===== config.mk =====
export PLATFORM = sky130hd
export DESIGN_NAME = chg_disp
export DESIGN_NICKNAME = d
export VERILOG_FILES = /design/src/rtl/chg_disp.sv
export SDC_FILE = /design/constraint.sdc
export NUM_CORES = 1
export LEC_CHECK = 0
export ABC_AREA = 1
export ABC_CLOCK_PERIOD_IN_PS = 5250
export CAP_MARGIN = 25
export CORE_ASPECT_RATIO = 1.5
export CORE_UTILIZATION = 60
export CTS_CLUSTER_DIAMETER = 60
export DETAILED_ROUTE_END_ITERATION = 10
export PLACE_DENSITY = 0.86
export SLEW_MARGIN = 30
export SYNTH_ARGS = -nofsm -noshare
export SYNTH_HDL_FRONTEND = slang
export SYNTH_SLANG_ARGS = --single-unit

===== constraint.sdc =====
create_clock -name clk -period 5.25 [get_ports clk]
set_input_delay 0.7875 -clock clk [delete_from_list [all_inputs] [get_ports clk]]
set_output_delay 0.7875 -clock clk [all_outputs]
set_load 0.02 [all_outputs]

===== src/rtl/chg_disp.sv =====
// Change dispenser: queues quarter-change requests from the vending
// controller, pulses the coin-ejector solenoid one quarter at a time,
// tracks hopper inventory and reports change it could not pay.
module chg_disp #(
  parameter int PULSE_CYC  = 4,
  parameter int GAP_CYC    = 2,
  parameter int FIFO_DEPTH = 4,
  parameter int HOPPER_MAX = 63,
  parameter int LOW_THRESH = 4
) (
  input  logic       clk,
  input  logic       rst,
  input  logic       disp_req,
  input  logic [2:0] num_chg,
  input  logic       refill,
  input  logic [5:0] refill_cnt,
  output logic       eject,
  output logic       busy,
  output logic       done,
  output logic       req_drop,
  output logic [5:0] hopper_cnt,
  output logic       low_chg,
  output logic       short_err,
  output logic [2:0] short_cnt
);

  localparam int PTR_W   = $clog2(FIFO_DEPTH);
  localparam int CNT_W   = $clog2(FIFO_DEPTH + 1);
  localparam int TMR_MAX = (PULSE_CYC > GAP_CYC) ? PULSE_CYC : GAP_CYC;
  localparam int TMR_W   = $clog2(TMR_MAX + 1);

  typedef enum logic [2:0] {
    ST_IDLE,
    ST_PULSE,
    ST_GAP,
    ST_SHORT,
    ST_DONE
  } state_e;

  state_e           state_q, state_d;
  logic [TMR_W-1:0] timer_q, timer_d;
  logic [2:0]       remaining_q, remaining_d;
  logic [5:0]       hopper_q, hopper_d;
  logic [2:0]       short_cnt_q, short_cnt_d;
  logic             req_drop_q, req_drop_d;
  logic [PTR_W-1:0] wr_ptr_q, wr_ptr_d;
  logic [PTR_W-1:0] rd_ptr_q, rd_ptr_d;
  logic [CNT_W-1:0] count_q, count_d;
  logic [2:0]       mem [FIFO_DEPTH];

  logic       fifo_full;
  logic       fifo_empty;
  logic       push;
  logic       pop;
  logic       dec;
  logic [7:0] hop_sum;

  // Full is judged on the registered count, before any same-cycle pop.
  assign fifo_full  = (count_q == CNT_W'(FIFO_DEPTH));
  assign fifo_empty = (count_q == '0);
  assign push       = disp_req && (num_chg != 3'd0) && !fifo_full;
  assign pop        = (state_q == ST_IDLE) && !fifo_empty;

  // Request FIFO pointer/occupancy bookkeeping and overflow flag.
  always_comb begin
    // NOTE: every signal gets a default first so no path leaves it unassigned (no latch).
    wr_ptr_d   = wr_ptr_q;
    rd_ptr_d   = rd_ptr_q;
    count_d    = count_q;
    req_drop_d = disp_req && (num_chg != 3'd0) && fifo_full;
    if (push) wr_ptr_d = wr_ptr_q + PTR_W'(1);
    if (pop)  rd_ptr_d = rd_ptr_q + PTR_W'(1);
    case ({push, pop})
      2'b10:   count_d = count_q + CNT_W'(1);
      2'b01:   count_d = count_q - CNT_W'(1);
      default: count_d = count_q;
    endcase
  end

  // Dispense sequencer: pop a request, pulse/gap per quarter, short or finish.
  always_comb begin
    state_d     = state_q;
    timer_d     = timer_q;
    remaining_d = remaining_q;
    short_cnt_d = short_cnt_q;
    dec         = 1'b0;
    case (state_q)
      ST_IDLE: begin
        timer_d = '0;
        if (pop) begin
          remaining_d = mem[rd_ptr_q];
          state_d     = (hopper_q != 6'd0) ? ST_PULSE : ST_SHORT;
        end
      end
      ST_PULSE: begin
        if (timer_q == TMR_W'(PULSE_CYC - 1)) begin
          dec         = 1'b1;
          remaining_d = remaining_q - 3'd1;
          timer_d     = '0;
          state_d     = ST_GAP;
        end else begin
          timer_d = timer_q + TMR_W'(1);
        end
      end
      ST_GAP: begin
        if (timer_q == TMR_W'(GAP_CYC - 1)) begin
          timer_d = '0;
          if (remaining_q == 3'd0)    state_d = ST_DONE;
          else if (hopper_q == 6'd0)  state_d = ST_SHORT;
          else                        state_d = ST_PULSE;
        end else begin
          timer_d = timer_q + TMR_W'(1);
        end
      end
      ST_SHORT: begin
        short_cnt_d = remaining_q;
        remaining_d = 3'd0;
        state_d     = ST_DONE;
      end
      ST_DONE: state_d = ST_IDLE;
      default: state_d = ST_IDLE;
    endcase
  end

  // Hopper inventory: refill and decrement both apply, widened then saturated.
  always_comb begin
    hop_sum  = {2'b00, hopper_q} + (refill ? {2'b00, refill_cnt} : 8'd0) - {7'd0, dec};
    hopper_d = (hop_sum > 8'(HOPPER_MAX)) ? 6'(HOPPER_MAX) : hop_sum[5:0];
  end

  // State registers with synchronous reset; reset aborts any dispense at once.
  always_ff @(posedge clk) begin
    // NOTE: sequential state uses non-blocking assignments so all flops update together.
    if (rst) begin
      state_q     <= ST_IDLE;
      timer_q     <= '0;
      remaining_q <= 3'd0;
      hopper_q    <= 6'd0;
      short_cnt_q <= 3'd0;
      req_drop_q  <= 1'b0;
      wr_ptr_q    <= '0;
      rd_ptr_q    <= '0;
      count_q     <= '0;
    end else begin
      state_q     <= state_d;
      timer_q     <= timer_d;
      remaining_q <= remaining_d;
      hopper_q    <= hopper_d;
      short_cnt_q <= short_cnt_d;
      req_drop_q  <= req_drop_d;
      wr_ptr_q    <= wr_ptr_d;
      rd_ptr_q    <= rd_ptr_d;
      count_q     <= count_d;
    end
  end

  // FIFO storage write port.
  always_ff @(posedge clk) begin
    // NOTE: storage is not reset; the count/pointers define validity, so stale entries are never read.
    if (push) mem[wr_ptr_q] <= num_chg;
  end

  assign eject      = (state_q == ST_PULSE);
  assign busy       = (state_q != ST_IDLE) || !fifo_empty;
  assign done       = (state_q == ST_DONE);
  assign short_err  = (state_q == ST_SHORT);
  assign req_drop   = req_drop_q;
  assign hopper_cnt = hopper_q;
  assign low_chg    = (hopper_q < 6'(LOW_THRESH));
  assign short_cnt  = short_cnt_q;

endmodule


# --- Yosys cells after proc, flatten, opt, wreduce, memory -nomap -nowiden ---
# Memories as Yosys holds them, arrays and structs flattened. A register that Yosys moved wholly into a read port is not among the register bits.
# Cells that the tools add are included.
word_totals:
  regBits: 26
  ram_bits: 12
  output_inout_bits: 15
  elab_cells: 73
  memories: 1
classes:
  add_sub_neg: 8
  n_lt_le_gt_ge: 2
  eq_ne: 12
  n_mux: 22
  n_reduce_logical: 19
memory_table:
  columns: ["name", "depth", "word_bits", "read_ports", "rd_ports_with_merged_regs", "write_ports", "line_no", "rtl"]
  rows:
  - ["mem", 4, 3, 1, 1, 1, "49", "logic [2:0] mem [FIFO_DEPTH];"]
ops:
  columns: ["cell", "count"]
  rows:
  - ["3-bit 2-to-1 mux", 8]
  - ["3-bit one-hot mux with 3 select lines", 2]
  - ["6-bit 2-to-1 mux", 2]
  - ["3-bit one-hot mux with 4 select lines", 1]
  - ["3-bit nonzero test", 4]
  - ["3-bit by 2-bit equality test with 1-bit output, second input constant", 3]
  - ["3-bit logical NOT", 3]
  - ["8-bit by 6-bit > comparator with 1-bit output, second input constant", 1]
  - ["2-bit 2-to-1 mux", 4]
  - ["7-bit by 1-bit subtractor with 8-bit output", 1]
  - ["6-bit by 6-bit adder with 7-bit output", 1]
  - ["3-bit by 1-bit adder with 3-bit output, second input constant", 2]
  - ["3-bit by 1-bit equality test with 1-bit output, second input constant", 2]
  - ["3-bit equality test, second input constant", 2]
  - ["6-bit logical NOT", 1]
  - ["6-bit by 3-bit less-than comparator with 1-bit output, second input constant", 1]
  - ["3-bit one-hot mux with 2 select lines", 1]
  - ["3-bit AND reduction", 2]
  - ["6-bit nonzero test", 1]
  - ["3-bit by 1-bit subtractor with 3-bit output, second input constant", 2]
  - ["2-bit by 1-bit adder with 2-bit output, second input constant", 2]
  - ["1-bit logical AND", 4]
  - ["1-bit 2-to-1 mux", 4]
  - ["2-bit != test, second input constant", 2]
  - ["other kinds (6)", 7]

# --- Logic depth before layout (Yosys ltp) ---
# Gate-level depths: netlist of the first run.
depth:
  ltp_word: 6
  ltp_mapped: 17
  depth_no_buf: 17

# --- Worst setup path before layout of the first run ---
# Ideal clock, no wire load.
synth_path:
  kind: "in2reg"
  from: "in refill_cnt[0]"
  to: "reg hopper_q[5] (netlist: hopper_cnt[5])"
  t_arrival_ns: 2.279
  required_time_ns: 5.138
  setup_slack_ns: 2.860
  path_stages: 13
  path_buffers: 0
  cell_sequence: "nand2_1 -> ha_1 -> inv_1 -> ha_1 -> fa_1 -> nand2_1 -> nand2_1 -> nand3_1 -> nand2_1 -> nand2_1 -> nand3_1 -> nor2_1 -> nor2_1"
synth_via:
  elab_chain_len: 5
synth_lines:
  columns: ["item", "line_no", "rtl"]
  rows:
  - ["start: declaration", "16", "input logic [5:0] refill_cnt,"]
  - ["6-bit 2-to-1 mux *", "127", "hop_sum = {2'b00, hopper_q} + (refill ? {2'b00, refill_cnt} : 8'd0) - {7'd0, dec};"]
  - ["6-bit by 6-bit adder with 7-bit output *", "127", null]
  - ["7-bit by 1-bit subtractor with 8-bit output *", "127", null]
  - ["8-bit by 6-bit > comparator with 1-bit output", "128", "hopper_d = (hop_sum > 8'(HOPPER_MAX)) ? 6'(HOPPER_MAX) : hop_sum[5:0];"]
  - ["6-bit 2-to-1 mux *", "128", null]
  - ["end signal: assignment", "148", "hopper_q <= hopper_d;"]
  - ["end: declaration", "43", "logic [5:0] hopper_q, hopper_d;"]
# Every way passes the cells marked *; elsewhere a longest branch is shown, timed or not.
# A chain may end at the register's enable or synchronous reset.

# --- Worst setup path after layout of the first run ---
layout_path:
  from: "in refill"
  to: "reg hopper_q[5] (netlist: hopper_cnt[5])"
layout_via:
  elab_chain_len: 5
layout_lines:
  columns: ["item", "line_no", "rtl"]
  rows:
  - ["start: declaration", "15", "input logic refill,"]
  - ["6-bit 2-to-1 mux *", "127", null]
  - ["6-bit by 6-bit adder with 7-bit output *", "127", null]
  - ["7-bit by 1-bit subtractor with 8-bit output *", "127", null]
  - ["8-bit by 6-bit > comparator with 1-bit output", "128", null]
  - ["6-bit 2-to-1 mux *", "128", null]
# Marks and branches as above.

==> results of run 1 <==
[cells by family (layout without fill, tap and decap cells)]
family,after synthesis,in the layout
compound gates,41,41
xor+xnor,1,1
fa+ha+maj,26,26
buf+inv,70,103
flops,40,40
simple gates,132,132
[metrics by stage]
| stage | power (uW) | cells | setup WS, ps |
|---|---|---|---|
| 6_report | 1620 | 386 | 2410 |
| 5_1_grt | 1800 | 386 | 2170 |
| 4_1_cts | 1630 | 386 | 2390 |
| 3_5_place_dp | 1370 | 378 | 2080 |
| 3_3_place_gp | 1340 | 378 | 2140 |
| 2_1_floorplan | 1130 | 310 | 2860 |
[final cells by class]
class / instances / share of cell area [%]
multi-input cells: 200 / 41.1
flip-flops and latches: 40 / 33.4
repair buffers: 27 / 9.81
inverters: 68 / 9.27
clock buffers: 8 / 4.41
well taps: 43 / 1.95
[report_power, final]
| group | total (uW) | leakage [uW] | switching (uW) | internal (uW) |
|---|---|---|---|---|
| registers | 455 | 0.000341 | 56.7 | 398 |
| logic | 914 | 0.000938 | 559 | 355 |
| clock network | 254 | 0.0000627 | 105 | 149 |
| total | 1620 | 0.00134 | 721 | 902 |
[flip-flops by register name (all words and copies together), names as in the netlist, named ones only]
signal / flops
remaining_q: 3
mem: 12
count_q: 3
state_q: 3
timer_q: 3
wr_ptr_q: 2
rd_ptr_q: 2
req_drop: 1
hopper_cnt: 6
short_cnt: 3
[worst max-delay path: cells and delay by family]
| family | cells | cell delay (ps) |
|---|---|---|
| buffers and inverters | 2 | 590 |
| adders and majority gates | 3 | 860 |
| and+or+nand+nor | 9 | 780 |
[worst min-delay path by stage]
stage | from | end | slack [ps] | cells past startpoint
6_report | count_q[0] | count_q[0] | 450 | 1
4_1_cts | count_q[0] | count_q[0] | 460 | 1
2_1_floorplan | count_q[0] | count_q[0] | 420 | 1
5_1_grt | count_q[0] | count_q[0] | 500 | 1
3_3_place_gp | count_q[0] | count_q[0] | 440 | 1
3_5_place_dp | count_q[0] | count_q[0] | 450 | 1
[placed cells by master, fill, tap and decap left out, drive strengths merged]
master	instances
nor2	41
xnor2	1
clkbuf	8
or2	4
nand2	66
a21oi	19
nand4	5
nor3	2
o2bb2ai	1
nand3b	1
o22ai	1
clkdlybuf4s50	27
nor4	2
inv	68
dfxtp	28
o21ai	20
edfxtp	12
fa	2
nand3	11
ha	24
[per-layer routing]
layer	part of all wire [%]	global-route usage, %	vias up
met2	56	47.3	33
met3	2.6	5.23	6
li1	-	-	1036
met5	0	0	-
met4	1.7	8.68	0
met1	39	27.4	866
==> flow_summary.toml, run 1 <==
[status]
outcome = "finished, final reports clean"

[floorplanning]
core_area_mm2 = 0.00368
ios = 28
rows = 27
die_area_mm2 = 0.00412
die_h_um = 78.1
fp.dieW_um = 52.7
start_util_pct = 62.9

[sta]
finalCriticalPeriod_ps = 2840
fmax_ghz = 0.352
setup_tns_ps = 0
min_period_over_period_pct = 54.1
hold_viol = 0
relSlewSlack_pct = 63.5
rsz0062_at_grt = "no"
worst_pin_slew_ps = 546
clock_skew_ps = 5.25
setup_viol = 0
report.final.slew_viol_count = 0
hold-worst-slack_ps = 454

[placement]
gp_congestion = 0.870
placed_cell_area_mm2 = 0.00263
dp.final_hpwl_um = 3550
io_buffers = 27

[synthesis]
netlist_instances = 310
synth-seq-cells = 40
synth-edff-count = 12
async_flop_share_pct = 0
synth_adder_area_share_pct = 14.7
ys_warn_count = 0
syn_avg_cell_area_um2 = 7.47
synth.mux.area_fraction_pct = 0
synth_simple_gate_area_share_pct = 24.7
syn_nets = 349
yosysMostFrequentCell = "nand2_1"
synthXorXnorAreaFrac_pct = 0.378
synth_top_area_share_pct = 24.2
synth_common_cells = "nand2_1, inv_1, nor2_1, dfxtp_1, ha_1"
ys_seq_area_share_pct = 39.8
synthTopCellsByArea = "dfxtp_1, edfxtp_1, ha_1"
synth-main-ff-cell = "dfxtp_1"
synth_compound_area_share_pct = 9.08
synth_top_family_by_area = "simple AND/OR/NAND/NOR gates"
ys_types = 25
synth_area_mm2 = 0.00232
yosysTopAreaCell = "dfxtp_1"

[setup_path]
crit_path_end = "hopper_cnt[5]"
crit_start = "refill"
critPathMaxStageDelay_ps = 550
rr_endpoint = "hopper_cnt[5]"
cp.arrival_ps = 3020
reg2regPathDepth = 16
crit_path_top_delay_cell = "clkdlybuf4s50_1"
cp_cell_sequence = "clkdlybuf4s50_1 -> nand2_1 -> ha_1 -> inv_1 -> ha_1 -> fa_1 -> nand2_1 -> nand2_1 -> nand3_1 -> nand2_1 -> nand2_1 -> nand3_1 -> nor2_1 -> nor2_1"
r2r-start = "timer_q[0]"
crit_top_cell = "nand2_1"
crit_type = "primary input to flip-flop"
ff2ff_setup_slack_ps = 2630
start_kind = "primary input"
critPathMaxFanout = 6
required_ps = 5430
cp-end-kind = "flip-flop"

[layout]
drive_gt1_share_pct = 6.41
antenna_cells = 0
seq_area_um2 = 921
utilization_pct = 74.8
finalNetCount = 381
num-fill-cells = 284
multi_input_area_mm2 = 0.00113
syn2layout_area_growth_pct = 18.9
fin_area_mm2 = 0.00275

[detailed_routing]
wl_um = 4340
drtIter0Drc = 43
vias = 1941
drtAntennaViolNets = 0
avgRoutedWirePerCell_um = 11.3
drtPass1Iterations = 4
drcViolationCount = 0
vias_per_cell = 5.03

[clocking]
clk_pin_slew_worst_paths_ps = 80
clock_sink_count = 40
htreeDepth = 2
clock_path_buffers = 2
tritoncts = "yes"
hold_buffers = 0
numCtsBuffers = 5
clk_latency_ps = 290
cts_resized = 0
cts_root_buf = "clkbuf_8"
post_cts_buffers = 0

[power]
powerDensity_mw_per_mm2 = 589
p_leak_uw = 0.00134
vdd_drop_max_uv = 463

[global_route]
grt.overflow.total = 0
grt_max_degree = 21
grt_pass1_wl_um = 7790
grt_antenna_before_repair = 0
grt_pass1_vias = 1912
track_usage_pct = 25.6

[job]
drv_cap = 0

[min_path]
hp-class = "flip-flop to flip-flop"
Power figures use the tool's default switching activity.
==> run 2: changes to the inputs <==
- ABC_CLOCK_PERIOD_IN_PS: 5250 -> 2400
- CORE_UTILIZATION: 60 -> 50
- PLACE_DENSITY: 0.86 -> 0.77
- clock period: 5.25 -> 2.4 ns (I/O delays scaled with it)
==> flow_summary.toml, run 2 (synthesized netlist as in run 1, its figures left out) <==
[status]
outcome = "complete, but fails checks"
violations = "design-rule violations"

[layout]
final_cell_mix = "inv_1, nand2_1, nor2_1"
num-fill-cells = 400
antenna_cells = 0
drive_gt1_share_pct = 16.2
finalNetCount = 402
mostFrequentLayoutCell = "inv_1"
instances_no_fill = 412
regMostFlops = "mem"
fin_area_mm2 = 0.00297
syn2layout_area_growth_pct = 28.3
largest_reg_flops = 12

[floorplanning]
core_area_mm2 = 0.00447
rows = 30
ios = 28
die_h_um = 85.4
die_area_mm2 = 0.00491
fp.dieW_um = 57.6
start_util_pct = 51.8

[clocking]
clk_pin_slew_worst_paths_ps = 70
hold_buffers = 0
clk_latency_ps = 290
htreeDepth = 2
cts_root_buf = "clkbuf_8"
tritoncts = "yes"
numCtsBuffers = 5
clock_sink_count = 40
clock_path_buffers = 2

[power]
powerDensity_mw_per_mm2 = 1250
p_sw_share_pct = 45.0
p_leak_uw = 0.00143
p_int_uw = 2040
p_clk_share_pct = 11.4
vdd_drop_max_uv = 619
total_power_uw = 3710
p_comb_share_pct = 61.5
switchingPower_uw = 1670
pwr-share-seq_pct = 27.1

[placement]
dp_cells = 401
dp.final_hpwl_um = 3680
place_ws_ps = -248
gp_congestion = 0.789
placed_cell_area_mm2 = 0.00277
io_buffers = 27

[sta]
rsz0062_at_grt = "yes"
min_period_over_period_pct = 95.1
clock_skew_ps = 7.85
setup_slack_ps = 119
report.final.slew_viol_count = 0
relSlewSlack_pct = 60.7
finalCriticalPeriod_ps = 2280
worst_pin_slew_ps = 589
hold_viol = 0
fmax_ghz = 0.438
setup_viol = 0

[detailed_routing]
drcViolationCount = 1
vias_per_cell = 5.01
avgRoutedWirePerCell_um = 11.6
wl_um = 4780
drtAntennaViolNets = 0
vias = 2063
drtIter0Drc = 71
drtPass1Iterations = 9

[setup_path]
crit_type = "flip-flop to flip-flop"
cp.arrival_ps = 2470
required_ps = 2590
start_kind = "flip-flop"
ff2ff_setup_slack_ps = 120
cp-end-kind = "flip-flop"
critPathMaxFanout = 6

[global_route]
grt_antenna_before_repair = 0
grt_max_degree = 21
grt.overflow.total = 0
track_usage_pct = 21.4
grt_pass1_wl_um = 8120
grt_pass1_vias = 2089

[min_path]
hp-class = "flip-flop to flip-flop"

[job]
drv_cap = 0
-- run 2: cell types whose count changed in the layout (fill, tap and decap cells not counted), moves of 4 or more --
cell     change
ha_1         -4
buf_4       +21
ha_4         +4
nand2_1      -4
nand2_2      +4
-- run 2: layer usage --
layer,vias up,wire (um),track usage [%]
li1,1074,-,-
met1,943,1850,19.6
met2,32,2650,41.8
met3,14,95,3.96
met4,0,184,12.6
met5,-,0,0
-- run 2: layout make-up --
cell class / count / area, um^2 / share of cell area, %
sequential: 40 / 923 / 31.1
tap: 48 / 60.1 / 2.02
clock buffer: 7 / 76.3 / 2.57
clock inverter: 1 / 5.00 / 0.168
multi-input combinational: 200 / 1220 / 41.1
timing repair buffer: 48 / 428 / 14.4
inverter: 68 / 258 / 8.68
-- run 2: timing repair --
action / 4_1_cts / 5_1_grt
pin swaps: 3 / 9
resized for setup: 12 / 11
buffers inserted: 0 / 3
setup endpoints to repair: 6 / 6
-- run 2: final timing paths --
kind / start / endpoint / depth (start not counted)
setup / recovery: timer_q[1] / hopper_cnt[0] / 16
hold reg to reg: count_q[0] / count_q[0] / 1
setup reg to reg: timer_q[1] / hopper_cnt[0] / 16
hold / removal: count_q[0] / count_q[0] / 1
-- run 2: stage by stage --
stage | setup TNS [ps] | hold slack, ps | utilization (%)
6_report | 0 | 462 | 66.5
5_1_grt | -37.3 | 497 | 66.5
4_1_cts | 0 | 462 | 64.6
3_5_place_dp | -1370 | 452 | 62.1
3_3_place_gp | -907 | 440 | 62.1
2_1_floorplan | 0 | 422 | -
-- run 2: critical path, cell delays in order, from the launching register on --
cell,delay [ps]
dfxtp_2,340
ha_4,170
ha_4,160
inv_4,60
nor2_4,40
ha_4,250
inv_2,40
ha_4,150
fa_2,350
nand2_2,80
nand2_2,60
nand3_2,70
nand2_1,60
nand2_2,120
nand4_1,110
nand2_1,70
inv_1,50
-- run 2: power by group through the flow --
stage	Clock [uW]	Combinational [uW]	Sequential (uW)
finish	421	2280	1010
global route	456	2610	1030
CTS	431	2230	997
detailed placement	0	2160	1010
global placement	0	2100	1000
floorplan	0	1410	1060
